[config.mk]
export PLATFORM = sky130hd
export DESIGN_NAME = fp16_norm_round_flat
export DESIGN_NICKNAME = d
export VERILOG_FILES = /design/src/rtl/fp16_norm_round_if.sv /design/src/rtl/fp16_norm_round.sv /design/src/flat_wrapper.sv
export SDC_FILE = /design/constraint.sdc
export NUM_CORES = 1
export LEC_CHECK = 0
export CAP_MARGIN = 0
export CORE_MARGIN = 8
export CORE_UTILIZATION = 56
export CTS_BUF_LIST = sky130_fd_sc_hd__clkbuf_2 sky130_fd_sc_hd__clkbuf_4 sky130_fd_sc_hd__clkbuf_8
export CTS_CLUSTER_DIAMETER = 100
export DETAILED_ROUTE_END_ITERATION = 7
export HOLD_SLACK_MARGIN = 0.1
export PLACE_DENSITY = 0.92
export SYNTH_ARGS = -nofsm -noshare
export SYNTH_HDL_FRONTEND = slang
export SYNTH_SLANG_ARGS = --single-unit
[constraint.sdc]
create_clock -name clk -period 3.45 [get_ports clk]
set_input_delay 0.345 -clock clk [delete_from_list [all_inputs] [get_ports clk]]
set_output_delay 0.345 -clock clk [all_outputs]
set_load 0.02 [all_outputs]
[src/rtl/fp16_norm_round_if.sv]
// Handshake and data bundle for the FP16 normalize/round stage.
// The master drives beats in and accepts results; the slave is the stage itself.
interface fp16_norm_round_if;
    logic        in_valid;
    logic        in_ready;
    logic        in_sign;
    logic [4:0]  in_exp;
    logic [13:0] in_frac;
    logic        in_special;
    logic [15:0] in_special_val;
    logic        out_valid;
    logic        out_ready;
    logic [15:0] out_result;
    logic        out_overflow;
    logic        out_underflow;
    logic        out_inexact;

    modport master (
        output in_valid, in_sign, in_exp, in_frac,
        output in_special, in_special_val, out_ready,
        input  in_ready, out_valid, out_result,
        input  out_overflow, out_underflow, out_inexact
    );

    modport slave (
        input  in_valid, in_sign, in_exp, in_frac,
        input  in_special, in_special_val, out_ready,
        output in_ready, out_valid, out_result,
        output out_overflow, out_underflow, out_inexact
    );
endinterface

[src/rtl/fp16_norm_round.sv]
// FP16 adder post-add stage: S1 normalizes the raw sum, S2 rounds
// to nearest-even and packs the result with status flags.
module left_shift (
    input  logic [12:0] din,
    output logic [12:0] dout,
    output logic [3:0]  shift
);
    // Leading-one detect; the highest set bit wins, zero input gives shift 0.
    always_comb begin
        shift = 4'd0;
        for (int i = 0; i <= 12; i++) begin
            if (din[i]) shift = 4'(12 - i);
        end
        dout = din << shift;
    end
endmodule

module fp16_norm_round #(
    parameter int BIAS = 15
) (
    input logic clk,
    input logic rst,
    fp16_norm_round_if.slave bus
);
    logic        s1_valid;
    logic        s1_sign;
    logic [6:0]  s1_exp;
    logic [12:0] s1_frac;
    logic        s1_zero;
    logic        s1_special;
    logic [15:0] s1_sval;

    logic        s2_valid;
    logic [15:0] s2_result;
    logic        s2_ovf;
    logic        s2_unf;
    logic        s2_inx;

    logic        adv;
    logic [12:0] ls_out;
    logic [3:0]  ls_shift;
    logic [6:0]  e_in;

    logic        n_sign;
    logic [6:0]  n_exp;
    logic [12:0] n_frac;
    logic        n_zero;

    logic [9:0]  man;
    logic        lsb;
    logic        g;
    logic        st;
    logic        rnd;
    logic [10:0] msum;
    logic [6:0]  e2;
    logic [15:0] r_result;
    logic        r_ovf;
    logic        r_unf;
    logic        r_inx;

    assign adv          = !s2_valid || bus.out_ready;
    assign bus.in_ready = !s1_valid || adv;
    assign e_in         = {2'b00, bus.in_exp};

    left_shift u_ls (
        .din   (bus.in_frac[12:0]),
        .dout  (ls_out),
        .shift (ls_shift)
    );

    // Normalize: carry shifts right keeping sticky, otherwise leading-one left shift.
    always_comb begin
        n_sign = bus.in_sign;
        n_frac = ls_out;
        n_exp  = e_in - {3'b000, ls_shift};
        n_zero = 1'b0;
        if (bus.in_frac[13]) begin
            n_frac = {bus.in_frac[13:2], bus.in_frac[1] | bus.in_frac[0]};
            n_exp  = e_in + 7'd1;
        end else if (bus.in_frac[12:0] == 13'd0) begin
            n_zero = 1'b1;
            n_sign = 1'b0;
            n_frac = 13'd0;
            n_exp  = 7'd0;
        end
    end

    // S1 register: loads whenever the stage can accept a beat.
    always_ff @(posedge clk) begin
        if (rst) begin
            s1_valid <= 1'b0;
        end else if (bus.in_ready) begin
            s1_valid <= bus.in_valid;
            if (bus.in_valid) begin
                s1_sign    <= n_sign;
                s1_exp     <= n_exp;
                s1_frac    <= n_frac;
                s1_zero    <= n_zero;
                s1_special <= bus.in_special;
                s1_sval    <= bus.in_special_val;
            end
        end
    end

    // Round to nearest-even, then saturate, flush or pack.
    always_comb begin
        man      = s1_frac[11:2];
        lsb      = s1_frac[2];
        g        = s1_frac[1];
        st       = s1_frac[0];
        rnd      = g && (st || lsb);
        msum     = {1'b0, man} + {10'd0, rnd};
        e2       = s1_exp + {6'd0, msum[10]};
        r_result = {s1_sign, e2[4:0], msum[9:0]};
        r_ovf    = 1'b0;
        r_unf    = 1'b0;
        r_inx    = g | st;
        if (s1_special) begin
            r_result = s1_sval;
            r_inx    = 1'b0;
        end else if (s1_zero) begin
            r_result = 16'h0000;
            r_inx    = 1'b0;
        end else if ($signed(e2) >= 7'sd31) begin
            r_result = {s1_sign, 5'h1F, 10'h000};
            r_ovf    = 1'b1;
            r_inx    = 1'b1;
        end else if ($signed(e2) <= 7'sd0) begin
            r_result = {s1_sign, 15'h0000};
            r_unf    = 1'b1;
            r_inx    = |s1_frac;
        end
    end

    // S2 register: holds while full and the consumer stalls.
    always_ff @(posedge clk) begin
        if (rst) begin
            s2_valid  <= 1'b0;
            s2_result <= 16'h0000;
            s2_ovf    <= 1'b0;
            s2_unf    <= 1'b0;
            s2_inx    <= 1'b0;
        end else if (adv) begin
            s2_valid <= s1_valid;
            if (s1_valid) begin
                s2_result <= r_result;
                s2_ovf    <= r_ovf;
                s2_unf    <= r_unf;
                s2_inx    <= r_inx;
            end
        end
    end

    assign bus.out_valid     = s2_valid;
    assign bus.out_result    = s2_result;
    assign bus.out_overflow  = s2_ovf;
    assign bus.out_underflow = s2_unf;
    assign bus.out_inexact   = s2_inx;
endmodule

[src/flat_wrapper.sv]
// flat-port wrapper written by rule: the top's interface ports become plain ports
module fp16_norm_round_flat 
#(
    parameter int BIAS = 15
)
  (clk, rst, bus_in_valid, bus_in_sign, bus_in_exp, bus_in_frac, bus_in_special, bus_in_special_val, bus_out_ready, bus_in_ready, bus_out_valid, bus_out_result, bus_out_overflow, bus_out_underflow, bus_out_inexact);
  fp16_norm_round_if bus_i ();
  input logic clk;
  input logic rst;
  input wire logic [$bits(bus_i.in_valid)-1:0] bus_in_valid;
  input wire logic [$bits(bus_i.in_sign)-1:0] bus_in_sign;
  input wire logic [$bits(bus_i.in_exp)-1:0] bus_in_exp;
  input wire logic [$bits(bus_i.in_frac)-1:0] bus_in_frac;
  input wire logic [$bits(bus_i.in_special)-1:0] bus_in_special;
  input wire logic [$bits(bus_i.in_special_val)-1:0] bus_in_special_val;
  input wire logic [$bits(bus_i.out_ready)-1:0] bus_out_ready;
  output wire logic [$bits(bus_i.in_ready)-1:0] bus_in_ready;
  output wire logic [$bits(bus_i.out_valid)-1:0] bus_out_valid;
  output wire logic [$bits(bus_i.out_result)-1:0] bus_out_result;
  output wire logic [$bits(bus_i.out_overflow)-1:0] bus_out_overflow;
  output wire logic [$bits(bus_i.out_underflow)-1:0] bus_out_underflow;
  output wire logic [$bits(bus_i.out_inexact)-1:0] bus_out_inexact;
  assign bus_i.in_valid = bus_in_valid;
  assign bus_i.in_sign = bus_in_sign;
  assign bus_i.in_exp = bus_in_exp;
  assign bus_i.in_frac = bus_in_frac;
  assign bus_i.in_special = bus_in_special;
  assign bus_i.in_special_val = bus_in_special_val;
  assign bus_i.out_ready = bus_out_ready;
  assign bus_in_ready = bus_i.in_ready;
  assign bus_out_valid = bus_i.out_valid;
  assign bus_out_result = bus_i.out_result;
  assign bus_out_overflow = bus_i.out_overflow;
  assign bus_out_underflow = bus_i.out_underflow;
  assign bus_out_inexact = bus_i.out_inexact;
  fp16_norm_round #(.BIAS(BIAS)) u_core (.clk(clk), .rst(rst), .bus(bus_i));
endmodule
# --- Word level (Yosys, flattened, before mapping) ---
# Index checks and enable logic that the tools add are counted.
classes:
  bitwise: 3
  shifts: 1
  mul: 0
  order_cmp: 2
  n_eq_ne: 0
  reduce_logical: 10
  addsub: 4
  mux: 35
  n_div: 0
ops:
  columns: ["op", "count"]
  rows:
  - ["4-bit two-way mux", 13]
  - ["16-bit two-way mux", 2]
  - ["15-bit two-way mux", 2]
  - ["1-bit two-way mux", 14]
  - ["7-bit two-way mux", 2]
  - ["13-bit logical NOT", 1]
  - ["13-bit two-way mux", 1]
  - ["13-bit OR reduction", 1]
  - ["13-bit by 4-bit left shift with 13-bit output", 1]
  - ["12-bit two-way mux", 1]
  - ["10-bit by 1-bit adder with 11-bit output", 1]
  - ["7-bit by 1-bit adder with 7-bit output", 1]
  - ["7-bit by 6-bit >= comparator with 1-bit output (second input constant)", 1]
  - ["7-bit by 1-bit <= comparator with 1-bit output (second input constant)", 1]
  - ["5-bit by 1-bit adder with 6-bit output (second input constant)", 1]
  - ["5-bit by 4-bit subtractor with 6-bit output", 1]
  - ["1-bit logical OR", 3]
  - ["3-bit AND reduction", 1]
  - ["1-bit logical NOT", 2]
  - ["1-bit bitwise OR", 2]
  - ["2-bit AND reduction", 1]
  - ["1-bit logical AND", 1]
  - ["1-bit inverter", 1]
word_totals:
  input_bits: 41
  memories: 0
  latchBits: 0
  ramBits: 0
  rom_bits: 0
  register_bits: 60

# --- Logic depth before layout (Yosys ltp) ---
logic_depth:
  word_depth: 16
  mapped_depth: 14
  depth_no_buf: 14

# --- By module ---
# Synthesis repeated with hierarchy kept, for this count alone.
hier_totals:
  cells_unflattened: 396
  area_unflattened_um2: 3728.6
modules_own_cells:
  columns: ["module", "instances", "seq_area_each_um2", "cells_each", "area_per_inst_um2"]
  rows:
  - ["fp16_norm_round", 1, 1591.5, 295, 3075.4]
  - ["left_shift", 1, 0.0, 101, 653.1]

# --- Least setup slack after synthesis ---
# No wires, ideal clock.
synth_path:
  path_type: "register to register"
  startpoint: "reg u_core.s1_frac[2]"
  endpoint: "reg u_core.s2_result[2], in the netlist u_core.bus.out_result[2]"
  t_arrival_ns: 2.905
  path_slack_ns: 0.408
  path_buffers: 0
  stages_incl_launch_ff: 15
  cell_sequence: "edfxtp_1 o21a_1 ha_1 ha_1 nand3_1 or2_2 nor2_1 ha_1 ha_1 nand3_1 or3_1 and2_1 nand4_2 a2bb2oi_1 a211oi_1"
synth_between:
  elab_chain_len: 9
synth_lines:
  columns: ["element", "line_no", "rtl"]
  rows:
  - ["start, declared", "fp16_norm_round.sv:28", "logic [12:0] s1_frac;"]
  - ["start signal, assigned", "fp16_norm_round.sv:97", "s1_frac <= n_frac;"]
  - ["1-bit logical OR", "fp16_norm_round.sv:111", "rnd = g && (st || lsb);"]
  - ["1-bit logical AND", "fp16_norm_round.sv:111", null]
  - ["10-bit by 1-bit adder with 11-bit output (*)", "fp16_norm_round.sv:112", "msum = {1'b0, man} + {10'd0, rnd};"]
  - ["7-bit by 1-bit adder with 7-bit output", "fp16_norm_round.sv:113", "e2 = s1_exp + {6'd0, msum[10]};"]
  - ["7-bit by 1-bit <= comparator with 1-bit output", "fp16_norm_round.sv:128", "end else if ($signed(e2) <= 7'sd0) begin"]
  - ["15-bit two-way mux", "fp16_norm_round.sv:128", null]
  - ["15-bit two-way mux (*)", "fp16_norm_round.sv:124", "end else if ($signed(e2) >= 7'sd31) begin"]
  - ["16-bit two-way mux (*)", "fp16_norm_round.sv:121", "end else if (s1_zero) begin"]
  - ["16-bit two-way mux (*)", "fp16_norm_round.sv:118", "if (s1_special) begin"]
  - ["end signal, assigned", "fp16_norm_round.sv:146", "s2_result <= r_result;"]
  - ["end, declared", "fp16_norm_round.sv:34", "logic [15:0] s2_result;"]
# Every way passes the cells marked *; elsewhere a longest branch is shown, timed or not.
# A chain may end at the register's enable or synchronous reset.

# --- Worst setup path after layout ---
layout_path:
  startpoint: "reg u_core.s1_frac[2]"
  endpoint: "reg u_core.s2_result[0], in the netlist u_core.bus.out_result[0]"
# The elaborated chain is that of the path after synthesis.

==> impl_metrics.json <==
{
  "r2r-start": "u_core.s1_frac[2]",
  "yosys.area_share.simple": 0.224,
  "hold_viol": 0,
  "grt_pass1_vias": 3337,
  "place_inst": 530,
  "cp_slowest_cell": "edfxtp_1",
  "wl_met2_um": 5000,
  "end_kind": "flop",
  "synthMuxAreaShare": 0.0220,
  "slew_violations": 0,
  "wl_met1_um": 4130,
  "cp.arrival_ps": 3580,
  "grt_pass1_wl_um": 15800,
  "drt-pass1-iter-count": 5,
  "synth_compound_area_frac": 0.216,
  "peakVddDrop_mv": 0.194,
  "synth-main-ff-cell": "edfxtp_1",
  "drt_iter0_markers": 185,
  "crit_family": "simple AND/OR/NAND/NOR gates",
  "r2r_slack_ps": 120,
  "antenna_found_initial": 0,
  "post_drt_via_cell_ratio": 6.28,
  "placed_cell_area_um2": 4480,
  "h-tree-depth": 3,
  "cts_tree": "done",
  "num_vias": 3454,
  "antenna_cells": 0,
  "hold_buffers": 0,
  "root_buffer": "clkbuf_8",
  "yosysSeqAreaShare": 0.425,
  "synthArstFlopShare": 0,
  "syn_nets": 443,
  "globalplace.congestion": 0.882,
  "clk_pin_slew_ps": 60,
  "grt_start_max_net_pins": 40,
  "most-common-layout-cells": "61 x clkdlybuf4s50_1, 44 x nor2_1, 39 x edfxtp_1",
  "worstHoldStart": "u_core.bus.out_underflow",
  "status": "completed",
  "finalPower_mw": 1.74,
  "worst-path-buf-inv": 0,
  "netlist_instances": 392,
  "crit_start": "u_core.s1_frac[2]",
  "hp-class": "flop to flop",
  "drv_cap": 0,
  "place_ws_ps": -119,
  "synth_area_um2": 3750,
  "synth-xor-area-share": 0.0351,
  "stdcell_area_um2": 4750,
  "synth_top_family_by_area": "simple AND/OR/NAND/NOR gates",
  "cts.path.max_buffers": 2,
  "die_y_um": 97.8,
  "top_layer": "met4",
  "area_growth_pct": 26.6,
  "met3_length_um": 632,
  "setup_viol": 0,
  "start_util": 0.564,
  "yosys.area_share.adder": 0.0354,
  "core_area_um2": 6640,
  "cts_buffers": 9,
  "slowest_delay_ps": 390,
  "start_kind": "flop",
  "grt_overflow": 0,
  "ys_ff_latch": 60,
  "std_cell_rows": 30,
  "synth_area_per_cell_um2": 9.56,
  "worstPathRequired_ps": 3690,
  "wl_um": 10100,
  "die_area_um2": 9560,
  "antenna_left": 0,
  "skew_ps": 5.52,
  "routedWlPerCell_um": 18.3,
  "holdPathEnd": "u_core.bus.out_underflow",
  "ff2ff_path_depth": 14,
  "track_usage": 0.201,
  "path_cells": "o21a_1 > ha_2 > ha_1 > nand3_1 > or2_2 > nor2_1 > ha_2 > ha_4 > and3_1 > a221oi_2 > nand2b_4 > nand4_2 > o21a_1 > nor3_1",
  "worst_slew_pin_slew_ps": 788,
  "fin_cells": 550,
  "hpwl_um": 7180,
  "reg2reg_to": "u_core.bus.out_result[0]",
  "ioPinCount": 62,
  "nNetsFinal": 516,
  "yosys_warnings": 0,
  "worst-path-stages": 14,
  "drive_above_1_share": 0.147,
  "cp_max_fo": 5,
  "ys_types": 75,
  "insertion_delay_ps": 330,
  "holdPathStages": 2,
  "synth_edf_count": 39,
  "numPortBuffers": 61,
  "setup_ws_ps": 118,
  "max-slew-margin-rel": 0.473,
  "p_leak_nw": 1.69,
  "min_period_ps": 3330,
  "fmax_mhz": 300,
  "period_share": 0.966,
  "dieWidth_um": 97.8,
  "drc": 0,
  "path_class": "flop to flop",
  "cts_num_sinks": 60,
  "final_common_cell": "clkdlybuf4s50_1",
  "utilization": 0.714,
  "power_per_cell_area_nw_per_um2": 368
}
per-layer routing:
metal / up-vias / track usage
met5: - / 0
met4: 0 / 0.0887
met3: 31 / 0.0462
met2: 173 / 0.351
met1: 1619 / 0.228
li1: 1631 / -
worst max-delay path by stage:
stage	end	slack, ps
floorplan	u_core.bus.out_result[2]	410
global placement	u_core.bus.out_result[8]	210
detailed placement	u_core.bus.out_result[5]	-120
CTS	u_core.bus.out_result[5]	10
global route	u_core.bus.out_result[11]	-100
finish	u_core.bus.out_result[0]	120
area by class of cell:
| type | count | area, um2 |
|---|---|---|
| Timing Repair Buffer | 83 | 776 |
| Tap cell | 80 | 100 |
| Clock buffer | 13 | 154 |
| Inverter | 11 | 42.5 |
| Sequential cell | 60 | 1590 |
| Clock inverter | 3 | 13.8 |
| Fill cell | 493 | 1900 |
| Multi-Input combinational cell | 300 | 2070 |
what timing repair did:
action                     in CTS  in global routing
setup buffers                   0                  3
gates cloned                    0                  1
setup endpoints to repair      10                 17
gates resized for setup         3                 11
pin swaps                       0                  3
cell families (layout without fill, tap and decap cells):
family | Yosys count | count (layout)
adder cells (fa/ha/maj) | 10 | 10
AO/OA/AOI/OAI | 113 | 113
AND/OR/NAND/NOR | 153 | 154
multiplexers | 8 | 8
XOR/XNOR | 15 | 15
buffers and inverters | 33 | 110
flip-flops | 60 | 60
power breakdown:
part | leakage, nW | internal [mW] | switching [mW]
sequential | 0.544 | 0.811 | 0.0303
combinational | 1.06 | 0.174 | 0.195
clock | 0.0925 | 0.288 | 0.246
total | 1.69 | 1.27 | 0.471
worst min-delay path, delay by kind of cell (launching register included):
family | cells | cell delay [ps]
compound gates | 1 | 60
flops | 1 | 310
simple gates | 1 | 60
state kept, by name, indices dropped and copies added (netlist names):
name                      cells
u_core.bus.out_overflow       1
u_core.bus.out_result        16
u_core.s1_sign                1
u_core.s1_frac               13
u_core.bus.out_underflow      1
u_core.bus.out_inexact        1
u_core.s1_special             1
u_core.bus.out_valid          1
u_core.s1_zero                1
u_core.s1_sval               16
u_core.s1_valid               1
u_core.s1_exp                 7
synth_stat cells, drive strengths merged (3+ instances only):
| cell type | instances | area share |
|---|---|---|
| a211oi | 12 | 0.025 |
| a21boi | 3 | 0.0060 |
| a21oi | 24 | 0.032 |
| a2bb2oi | 4 | 0.0093 |
| a31oi | 3 | 0.0050 |
| a32oi | 3 | 0.0070 |
| and3 | 4 | 0.0067 |
| buf | 11 | 0.020 |
| clkbuf | 11 | 0.011 |
| dfxtp | 21 | 0.11 |
| edfxtp | 39 | 0.31 |
| ha | 9 | 0.030 |
| inv | 10 | 0.010 |
| mux2i | 6 | 0.016 |
| nand2 | 28 | 0.029 |
| nand2b | 8 | 0.013 |
| nand3 | 11 | 0.018 |
| nand4 | 8 | 0.015 |
| nor2 | 45 | 0.047 |
| nor2b | 12 | 0.020 |
| nor3 | 16 | 0.026 |
| nor4 | 6 | 0.017 |
| o211ai | 10 | 0.020 |
| o21a | 10 | 0.022 |
| o21ai | 16 | 0.021 |
| o31ai | 6 | 0.013 |
| or3 | 3 | 0.0050 |
| xnor2 | 7 | 0.016 |
| xor2 | 8 | 0.019 |
stage by stage:
stage / hold slack, ps / TNS, ps
4_1_cts: 477 / 0
6_report: 479 / 0
2_1_floorplan: 424 / 0
3_3_place_gp: 454 / 0
3_5_place_dp: 453 / -867
5_1_grt: 513 / -148
Note: power is estimated with default switching activity, not from simulation.
